## src/rtl/scan_chain_tester.sv

```systemverilog
// Drives an external scan chain through load / capture / unload and reports the response.
// Define SCAN_TESTER_COMPARE_EN to include the expected register and pass comparator.
module scan_chain_tester #(
  parameter int CHAIN_LEN = 4
) (
  input  logic                 clk,
  input  logic                 rst,
  input  logic                 start,
  input  logic [CHAIN_LEN-1:0] pattern,
  input  logic [CHAIN_LEN-1:0] expected,
  output logic                 scan_en,
  output logic                 scan_in,
  input  logic                 scan_out,
  output logic                 busy,
  output logic                 done,
  output logic [CHAIN_LEN-1:0] response,
  output logic                 pass
);

  localparam int CW = $clog2(CHAIN_LEN) + 1;
  localparam logic [CW-1:0] LAST = CW'(CHAIN_LEN - 1);
  localparam logic [CHAIN_LEN-1:0] MSB_ONE = {1'b1, {(CHAIN_LEN-1){1'b0}}};

  typedef enum logic [2:0] {
    IDLE,
    SHIFT_IN,
    CAPTURE,
    SHIFT_OUT,
    DONE
  } state_t;

  state_t               state_q, state_d;
  logic [CW-1:0]        cnt_q, cnt_d;
  logic [CHAIN_LEN-1:0] pattern_q, pattern_d;
  logic [CHAIN_LEN-1:0] response_q, response_d;
  logic                 accept;
  logic                 finish;

  always_ff @(posedge clk or posedge rst) begin
    if (rst) begin
      state_q    <= IDLE;
      cnt_q      <= '0;
      pattern_q  <= '0;
      response_q <= '0;
    end else begin
      state_q    <= state_d;
      cnt_q      <= cnt_d;
      pattern_q  <= pattern_d;
      response_q <= response_d;
    end
  end

  always_comb begin
    state_d    = state_q;
    cnt_d      = cnt_q;
    pattern_d  = pattern_q;
    response_d = response_q;
    scan_en    = 1'b0;
    scan_in    = 1'b0;
    busy       = 1'b1;
    done       = 1'b0;
    accept     = 1'b0;
    finish     = 1'b0;
    case (state_q)
      IDLE: begin
        busy = 1'b0;
        if (start) begin
          accept     = 1'b1;
          pattern_d  = pattern;
          response_d = '0;
          cnt_d      = '0;
          state_d    = SHIFT_IN;
        end
      end
      SHIFT_IN: begin
        // MSB first: the bit at position CHAIN_LEN-1-cnt goes out this cycle
        scan_en = 1'b1;
        scan_in = |(pattern_q & (MSB_ONE >> cnt_q));
        if (cnt_q == LAST) begin
          cnt_d   = '0;
          state_d = CAPTURE;
        end else begin
          cnt_d = cnt_q + CW'(1);
        end
      end
      CAPTURE: begin
        cnt_d   = '0;
        state_d = SHIFT_OUT;
      end
      SHIFT_OUT: begin
        scan_en    = 1'b1;
        response_d = {response_q[CHAIN_LEN-2:0], scan_out};
        if (cnt_q == LAST) begin
          finish  = 1'b1;
          cnt_d   = '0;
          state_d = DONE;
        end else begin
          cnt_d = cnt_q + CW'(1);
        end
      end
      DONE: begin
        done    = 1'b1;
        cnt_d   = '0;
        state_d = IDLE;
      end
      default: begin
        cnt_d   = '0;
        state_d = IDLE;
      end
    endcase
  end

  assign response = response_q;

`ifdef SCAN_TESTER_COMPARE_EN
  logic [CHAIN_LEN-1:0] expected_q;
  logic                 pass_q;

  // Compare against the final shifted value so pass is valid together with done
  always_ff @(posedge clk or posedge rst) begin
    if (rst) begin
      expected_q <= '0;
      pass_q     <= 1'b0;
    end else if (accept) begin
      expected_q <= expected;
      pass_q     <= 1'b0;
    end else if (finish) begin
      pass_q <= (response_d == expected_q);
    end
  end

  assign pass = pass_q;
`else
  logic unused_expected;
  assign unused_expected = ^expected;
  assign pass = 1'b0;
`endif

endmodule

```

## config.mk

```make
export PLATFORM = sky130hd
export DESIGN_NAME = scan_chain_tester
export DESIGN_NICKNAME = d
export VERILOG_FILES = /design/src/rtl/scan_chain_tester.sv
export SDC_FILE = /design/constraint.sdc
export NUM_CORES = 1
export LEC_CHECK = 0
export CORE_MARGIN = 3
export CORE_UTILIZATION = 43
export DETAILED_ROUTE_END_ITERATION = 10
export PLACE_DENSITY = 0.7
export SYNTH_ARGS = -nofsm -noshare
export SYNTH_HDL_FRONTEND = slang
export SYNTH_SLANG_ARGS = --single-unit
```

## constraint.sdc

```tcl
create_clock -name clk -period 1.5 [get_ports clk]
set_input_delay 0.225 -clock clk [delete_from_list [all_inputs] [get_ports clk]]
set_output_delay 0.225 -clock clk [all_outputs]
set_load 0.02 [all_outputs]
```

==> out/qor.yml, run 1 <==
status: "complete, but fails checks"
violations: "negative setup slack"
dieWidth_um: 46.4
path_cells: "inv_4, ha_4, a22oi_2, a2111oi_4, buf_4"
ys_async_sr_fraction_pct: 100
first_pass_iters: 4
via_count: 522
tightest_slew_ns: 0.530
hold_slack_ns: 0.270
antenna_cells: 0
p_clk_share_pct: 12.6
cts_sinks: 14
dp.cells: 94
layout.cells.non_filler: 100
wl_per_cell_um: 15.9
drtIter0Drc: 6
place_ws_ns: -0.463
wl_met2_um: 846
synth_seq_cells: 14
clock_path_buffers: 2
synthTopCellsByArea: "dfrtp_1, mux2_4, ha_1, a22o_1, nor3_4"
gr-usage-all-layers_pct: 16.8
p_leak_nw: 0.514
p_sw_mw: 0.813
viasPerCell: 5.22
p_seq_share_pct: 32.4
crit_fanout: 4
area_delta_synth_final_pct: 51.6
grt-ovfl-total: 0
htreeDepth: 1
p_per_area_mw_per_mm2: 2020
synth-seq-area-share_pct: 50.0
timing.fmax_mhz: 560
clk_latency_ns: 0.28
finalSetupViolCount: 1
synth_common_cells: "dfrtp_1, a22o_1, ha_1, inv_1, mux2_4"
cts_buffers: 3
synth.most_common_cell: "dfrtp_1"
synth_edf_count: 0
cts-root-buf: "clkbuf_4"
drc: 0
dpl_cell_area_um2: 952
hold_violations: 0
wl_um: 1590
io_pins: 21
yosysWarningCount: 0
cp_top_family: "flip-flops"
wl_met1_um: 629
syn-num-nets: 71
fin_crit_sh_pct: 119
routed.top_layer: "met4"
clock_skew_ns: 0.00392
antenna_found_initial: 0
slowest_stage: "dfrtp_2"
synth_cell_types: 25
max_slew_margin_pct: 64.6
required_ns: 1.27
routabilityCongestion: 0.655
cp-start-kind: "flip-flop"
portBuffers: 15
power_frac_comb_pct: 54.9
fin_crit_ns: 1.79
grt_max_degree: 15
yosysTopAreaCellShare_pct: 50.0
swShare_pct: 37.8
critPathCaptureType: "output port"
syn_area_um2: 701
final_cell_area_mm2: 0.00106
drv_cap: 0
clkSlewWorstSetupHoldPaths_ns: 0.09
yosys.area.top_type: "dfrtp_1"
critical_path_class: "flip-flop to output port"
rows: 13
grt_pass1_wl_um: 2400
slew_violations: 0
fp.dieArea_mm2: 0.00215
synth_cells: 55
arrival_ns: 1.56
chipHeight_um: 46.4
avgSynthCellArea_um2: 12.7
dp_hpwl_um: 1010
ant_nets: 0
grt_pass1_vias: 542
cts_tree: "done"
route.met3.wl_um: 102
intPower_mw: 1.34
hp-class: "input port to asynchronous set/reset pin"
vdd_drop_max_mv: 1.28
setup_ws_ns: -0.285
path_buf_inv: 2
core_mm2: 0.00142
layout.nets: 102
max_stage_delay_ns: 0.46
yosys_most_used_dff: "dfrtp_1"
initial_core_util_pct: 49.5
drive_gt1_share_pct: 51.8
rsz0062_at_grt: "yes"
## worst paths after layout
path / startpoint / end / slack [ns] / depth (start not counted)
worst max-delay path: cnt_q[1] / scan_in / -0.29 / 5
worst min-delay path: rst / response[3] / 0.27 / 2
worst max register to register: state_q[1] / pattern_q[2] / 0.04 / 5
worst min register to register: response[3] / response[3] / 0.50 / 1
max in group asynchronous: rst / cnt_q[1] / 0.84 / 2
min in group clk: response[3] / response[3] / 0.50 / 1
## power groups by stage
stage	registers (mW)	logic, mW	clock network (mW)
after floorplan	0.702	0.609	0
after global placement	0.655	1.04	0
after detailed placement	0.656	1.06	0
after CTS	0.672	1.07	0.282
after global routing	0.717	1.28	0.299
final	0.697	1.18	0.271
## kinds of logic after synthesis
| group | synth area share, % |
|---|---|
| buffers and inverters | 5.36 |
| DFF | 50.0 |
| adders and majority gates | 7.14 |
| muxes | 10.2 |
| other | 0.535 |
| xor gates and xnor gates | 1.25 |
| and+or+nand+nor | 13.6 |
| AOI/OAI and AO/OA | 12.0 |
## through the flow
step | util [%] | power (mW) | setup TNS, ns
after global routing | 75.1 | 2.30 | -0.403
after global placement | 67.3 | 1.69 | -0.584
after floorplan | - | 1.31 | 0
final | 75.1 | 2.15 | -0.285
after CTS | 71.2 | 2.02 | -0.310
after detailed placement | 67.3 | 1.71 | -0.602
## flip-flops by register name, summed over array words and instances (netlist names)
register   flops
response       4
state_q        3
cnt_q          3
pattern_q      4
## what timing repair did
| item | 4_1_cts | 5_1_grt |
|---|---|---|
| resized for setup | 29 | 13 |
| pin swaps | 2 | 2 |
| buffers inserted | 0 | 2 |
| endpoints found under the setup margin | 7 | 5 |
| hold buffers | 0 | 0 |
## cells in the final DEF, fill, tap and decap left out
master	n
nand2_4	1
and2_1	1
ha_2	1
buf_2	2
nor3_4	1
dfrtp_1	11
buf_6	3
clkbuf_4	3
mux2_2	1
and3b_1	1
conb_1	1
clkbuf_8	1
nand2b_4	1
clkdlybuf4s50_1	7
nor2b_1	1
buf_4	12
nor2_1	3
nor2_2	1
mux2_4	4
a22oi_2	2
dlymetal6s2s_1	1
dfrtp_2	3
o21a_1	1
dlygate4sd2_1	3
inv_4	1
a21oi_2	1
inv_1	2
xor2_1	1
a22o_1	5
nor3b_1	2
nand3b_1	1
inv_2	2
ha_4	3
a2111oi_4	1
## per-layer routing
metal,track usage [%],vias to the layer above
li1,-,250
met4,6.82,0
met5,0,-
met2,28.6,15
met3,7.81,2
met1,17.8,255
## final cells by class
| type | count | area (um2) |
|---|---|---|
| multi-input combinational | 34 | 389 |
| clock buffer | 4 | 36.3 |
| tap | 15 | 18.8 |
| timing repair buffer | 28 | 243 |
| sequential | 14 | 354 |
| fill | 100 | 353 |
| inverter | 5 | 21.3 |
## worst reg2reg max path: cells and delay by family, from the launching register on
kind                   cells  cell delay (ns)
AND/OR/NAND/NOR            2             0.27
flip-flops                 1             0.45
buffers and inverters      2             0.29
multiplexers               1             0.32
No activity file was read; power rests on OpenSTA's default activity.
==> run 2, diff against run 1 <==
--- a/config.mk
+++ b/config.mk
@@ -6,9 +6,10 @@
 export NUM_CORES = 1
 export LEC_CHECK = 0
 export CORE_MARGIN = 3
-export CORE_UTILIZATION = 43
+export CORE_UTILIZATION = 40
 export DETAILED_ROUTE_END_ITERATION = 10
-export PLACE_DENSITY = 0.7
+export PLACE_DENSITY = 0.66
+export SLEW_MARGIN = 20
 export SYNTH_ARGS = -nofsm -noshare
 export SYNTH_HDL_FRONTEND = slang
 export SYNTH_SLANG_ARGS = --single-unit
==> run 2 against run 1 <==
- the run still ends with negative setup slack left
- die area is 6.5% higher
- core utilization shrank 6.3 points
- maximum frequency rose by 1.2%
- cell count is 4.0% higher
- worst setup slack improved by 0.022 ns
- register-to-register slack gained 0.09 ns
- worst hold slack lost 0.036 ns
- clock skew down 0.0023 ns
==> out/qor.yml, run 2 (same netlist as run 1, synthesis figures left out) <==
status: "complete, but fails checks"
violations: "negative setup slack"
grt_pass1_vias: 521  # -3.9%
routabilityCongestion: 0.709  # +8.3%
ant_nets: 0  # unchanged
via_count: 505  # -3.3%
fillers: 122  # +22%
layout.nets: 105  # +2.9%
grtUsageMet3_pct: 5.64  # -2.2 points
dpl_cell_area_um2: 953  # +0.13%
critPathCaptureType: "output port"
crit_fanout: 4  # unchanged
cts_sinks: 14  # unchanged
fin_crit_ns: 1.76  # -0.0218 ns
gr-usage-all-layers_pct: 14.8  # -2.1 points
finalSetupViolCount: 1  # unchanged
initial_core_util_pct: 44.4  # -5.1 points
antenna_found_initial: 0  # unchanged
p_leak_nw: 0.531  # +3.4%
viasPerCell: 4.86  # -7.0%
io_pins: 21  # unchanged
hold_violations: 0  # unchanged
arrival_ns: 1.54  # -0.02 ns
htreeDepth: 1  # unchanged
hp-class: "input port to asynchronous set/reset pin"
critical_path_class: "flip-flop to output port"
required_ns: 1.27  # about the same
cts-root-buf: "clkbuf_4"
p_per_area_mw_per_mm2: 1970  # -2.8%
startpoint: "cnt_q[1]"
slew_violations: 0  # unchanged
vdd_drop_max_mv: 1.34  # +4.8%
antenna_cells: 0  # unchanged
chipHeight_um: 47.9  # +3.2%
area_delta_synth_final_pct: 54.6
core_mm2: 0.00158  # +11%
clkSlewWorstSetupHoldPaths_ns: 0.08  # about the same
rsz0062_at_grt: "yes"
drv_cap: 0  # unchanged
fp.dieArea_mm2: 0.00229  # +6.5%
timing.fmax_mhz: 567  # +1.2%
first_pass_iters: 2  # -2
drtIter0Drc: 3  # -3
final_cell_area_mm2: 0.00108  # +2.0%
final_common_cell: "buf_4"
grt-ovfl-total: 0  # unchanged
dp_hpwl_um: 1090  # +7.7%
cts_buffers: 3  # unchanged
wl_um: 1460  # -7.9%
layout_common_cells: "buf_4, dfrtp_1, clkdlybuf4s50_1, a22o_1, buf_6"
place_ws_ns: -0.477  # -0.0140 ns
fin_crit_sh_pct: 118  # -1.5 points
clock_path_buffers: 2  # unchanged
use_met2_pct: 25.6  # -3.0 points
holdBufCountCts: 0  # unchanged
cp-start-kind: "flip-flop"
portBuffers: 15  # unchanged
use_met1_pct: 16.5  # -1.3 points
gr-max-usage-layer: "met2"
clock_skew_ns: 0.00161  # -0.00231 ns
r2r-start: "state_q[2]"
drive_gt1_share_pct: 51.1  # -0.63 points
grt_pass1_wl_um: 2260  # -5.7%
r2r_slack_ns: 0.13  # +0.09 ns
rows: 14  # +1
setup_ws_ns: -0.263  # +0.0218 ns
setup_tns_ns: -0.263  # +0.0218 ns
wl_per_cell_um: 14.0  # -11%
dieWidth_um: 47.9  # +3.2%
cts_tree: "done"
clk_latency_ns: 0.28  # about the same
grt_max_degree: 15  # unchanged
drc: 0  # unchanged
[run 2: final cells by class]
cell class                      count  area (um2)  area share [%]
Sequential cell                    14         352            32.4
Timing Repair Buffer               31         275            25.4
Clock buffer                        4        36.3            3.35
Multi-Input combinational cell     34         382            35.2
Inverter                            5        18.8            1.73
Tap cell                           16        20.0            1.85
[run 2: report_power, final]
| part | total (mW) | leakage [nW] | internal, mW | switching [mW] |
|---|---|---|---|---|
| Sequential | 0.674 | 0.173 | 0.535 | 0.140 |
| Combinational | 1.19 | 0.337 | 0.662 | 0.526 |
| Clock | 0.269 | 0.0210 | 0.148 | 0.121 |
[run 2: repair_timing]
item | CTS | global route
setup buffers | 2 | 3
pin swaps | 0 | 5
setup endpoints to repair | 7 | 4
resized for setup | 28 | 13
[run 2: worst paths after layout]
check,endpoint,depth (start not counted)
max,scan_in,5
min,pattern_q[1],3
max reg2reg,response[2],5
min reg2reg,response[3],1
max in group asynchronous,state_q[1],3
min in group clk,response[3],1
[run 2: per-stage QoR]
stage / util (%) / power, mW / cells / hold WS (ns)
global route: 68.7 / 2.26 / 104 / 0.267
global placement: 60.5 / 1.67 / 95 / 0.487
CTS: 63.9 / 2.02 / 101 / 0.232
finish: 68.7 / 2.13 / 104 / 0.234
floorplan: - / 1.31 / 55 / 0.114
detailed placement: 60.5 / 1.70 / 95 / 0.493
[run 2: metal layers]
metal | up-vias | share of wire [%]
met3 | 3 | 6.8
met1 | 233 | 43
li1 | 256 | -
met2 | 13 | 50
met5 | - | 0
met4 | 0 | 0.82
[run 2: critical path: stages, from the launching register on]
cell and delay, ns:
dfrtp_1 0.41, inv_2 0.10, ha_4 0.14, a22oi_2 0.08, a2111oi_4 0.33, buf_4 0.19
==> run 3, diff against run 2 <==
--- a/config.mk
+++ b/config.mk
@@ -9,6 +9,7 @@
 export CORE_UTILIZATION = 40
 export DETAILED_ROUTE_END_ITERATION = 10
 export PLACE_DENSITY = 0.66
+export SETUP_SLACK_MARGIN = 0.1
 export SLEW_MARGIN = 20
 export SYNTH_ARGS = -nofsm -noshare
 export SYNTH_HDL_FRONTEND = slang
==> run 3 against run 2 <==
- the flow still finishes with violations (negative setup slack)
- critical path type unchanged
- combinational power grew 3%
- global-route usage grew 1.0 points
- die area is the same
- worst setup slack gained 0.012 ns
- routed wire length grew 4.3%
- clock-buffer cell count is the same
- maximum frequency grew 0.67%
- via count grew 2.8%
- power grew 1.7%
- first-iteration DRC count shrank 33%
- critical path depth is the same
- cell count is the same
==> out/qor.yml, run 3 (same netlist as run 1, synthesis figures left out) <==
critPathCaptureType: "output port"
portBuffers: 15  # unchanged
setup_ws_ns: -0.251  # +0.0118 ns
clkSlewWorstSetupHoldPaths_ns: 0.08  # about the same
drv_cap: 0  # unchanged
vdd_drop_max_mv: 1.32  # -1.7%
routabilityCongestion: 0.692  # -2.5%
io_pins: 21  # unchanged
wl_per_cell_um: 14.6  # +4.3%
cts_tree: "done"
antenna_found_initial: 0  # unchanged
fillers: 122  # unchanged
chipHeight_um: 47.9  # unchanged
via_count: 519  # +2.8%
drive_gt1_share_pct: 52.3  # +1.1 points
utilization_pct: 69.3  # +0.56 points
rows: 14  # unchanged
cts_buffers: 3  # unchanged
drc: 0  # unchanged
holdBufCountCts: 0  # unchanged
core_mm2: 0.00158  # unchanged
drtIter0Drc: 2  # -1
p_per_area_mw_per_mm2: 1980  # +0.86%
multiInputGateArea_um2: 380  # -0.33%
viasPerCell: 4.99  # +2.8%
antenna_cells: 0  # unchanged
regArea_um2: 352  # unchanged
final_common_cell: "dfrtp_1"
hp-class: "input port to asynchronous set/reset pin"
area_delta_synth_final_pct: 55.9
setup_tns_ns: -0.251  # +0.0118 ns
crit_fanout: 4  # unchanged
first_pass_iters: 2  # unchanged
cts_sinks: 14  # unchanged
rsz0062_at_grt: "yes"
fin_crit_sh_pct: 117  # -0.79 points
fp.dieArea_mm2: 0.00229  # unchanged
grt_pass1_vias: 519  # -0.38%
gr-usage-all-layers_pct: 15.8  # +1.0 points
grt_max_degree: 15  # unchanged
arrival_ns: 1.53  # about the same
finalSetupViolCount: 1  # unchanged
layout.nets: 105  # unchanged
cp-start-kind: "flip-flop"
clk_latency_ns: 0.28  # about the same
grt-ovfl-total: 0  # unchanged
timing.fmax_mhz: 571  # +0.67%
initial_core_util_pct: 44.4  # unchanged
dieWidth_um: 47.9  # unchanged
violations: "negative setup slack"
wl_um: 1520  # +4.3%
clock_skew_ns: 0.00194  # +0.000328 ns
dp.cells: 94  # -1.1%
status: "complete, but fails checks"
cts-root-buf: "clkbuf_4"
clock_path_buffers: 2  # unchanged
hold_violations: 0  # unchanged
fin_crit_ns: 1.75  # -0.0118 ns
htreeDepth: 1  # unchanged
layout.cells.non_filler: 104  # unchanged
slew_violations: 0  # unchanged
rr_worst_depth: 5  # unchanged
dp_hpwl_um: 1010  # -7.5%
layout_common_cells: "dfrtp_1, buf_4, buf_6, clkdlybuf4s50_1, a22o_1"
ant_nets: 0  # unchanged
critical_path_class: "flip-flop to output port"
grt_pass1_wl_um: 2390  # +5.8%
required_ns: 1.27  # about the same
p_leak_nw: 0.519  # -2.4%
==> run 3: path summary, 6_finish.rpt <==
| path | start | to | slack [ns] |
|---|---|---|---|
| min in group clk | response[3] | response[3] | 0.50 |
| hold / removal | rst | state_q[2] | 0.24 |
| setup / recovery | cnt_q[1] | scan_in | -0.25 |
| max in group asynchronous | rst | state_q[0] | 1.08 |
| setup reg to reg | state_q[2] | pattern_q[2] | 0.11 |
| hold reg to reg | response[3] | response[3] | 0.50 |
==> run 3: critical path: stages (launching register included) <==
cell,delay (ns)
dfrtp_1,0.43
inv_2,0.08
ha_1,0.14
a22oi_2,0.07
a2111oi_4,0.34
buf_4,0.19
==> run 3: layer usage <==
layer / routed length [um] / share of wire [%] / global-route usage [%] / vias up
li1: - / - / - / 251
met1: 711 / 47 / 18.6 / 252
met2: 703 / 46 / 25.9 / 14
met3: 95 / 6.2 / 6.77 / 2
met4: 12 / 0.79 / 4.84 / 0
met5: 0 / 0 / 0 / -
==> run 3: area by class of cell <==
type                       count  area share (%)
multi-input combinational     34            34.8
sequential                    14            32.2
timing repair buffer          31            26.1
clock buffer                   4            3.32
tap                           16            1.83
inverter                       5            1.72
==> run 3: repair_timing <==
action,in CTS,in global routing
setup endpoints to repair,15,10
pin swaps,2,0
resized for setup,35,11
buffers inserted,4,2
==> run 3: metrics by stage <==
step / power, mW / worst slack, ns / hold WS (ns) / area (um2)
global placement: 1.68 / -0.429 / 0.486 / 951
floorplan: 1.33 / 0.0952 / 0.114 / 724
CTS: 2.08 / -0.272 / 0.237 / 1040
finish: 2.17 / -0.251 / 0.238 / 1090
global route: 2.32 / -0.331 / 0.264 / 1090
detailed placement: 1.70 / -0.455 / 0.483 / 951
==> run 3: power by group <==
| part | leakage, nW | total (mW) | internal (mW) | switching [mW] |
|---|---|---|---|---|
| Clock | 0.0210 | 0.270 | 0.148 | 0.122 |
| Combinational | 0.324 | 1.23 | 0.697 | 0.537 |
| Sequential | 0.174 | 0.664 | 0.534 | 0.131 |
| Total | 0.519 | 2.17 | 1.38 | 0.789 |
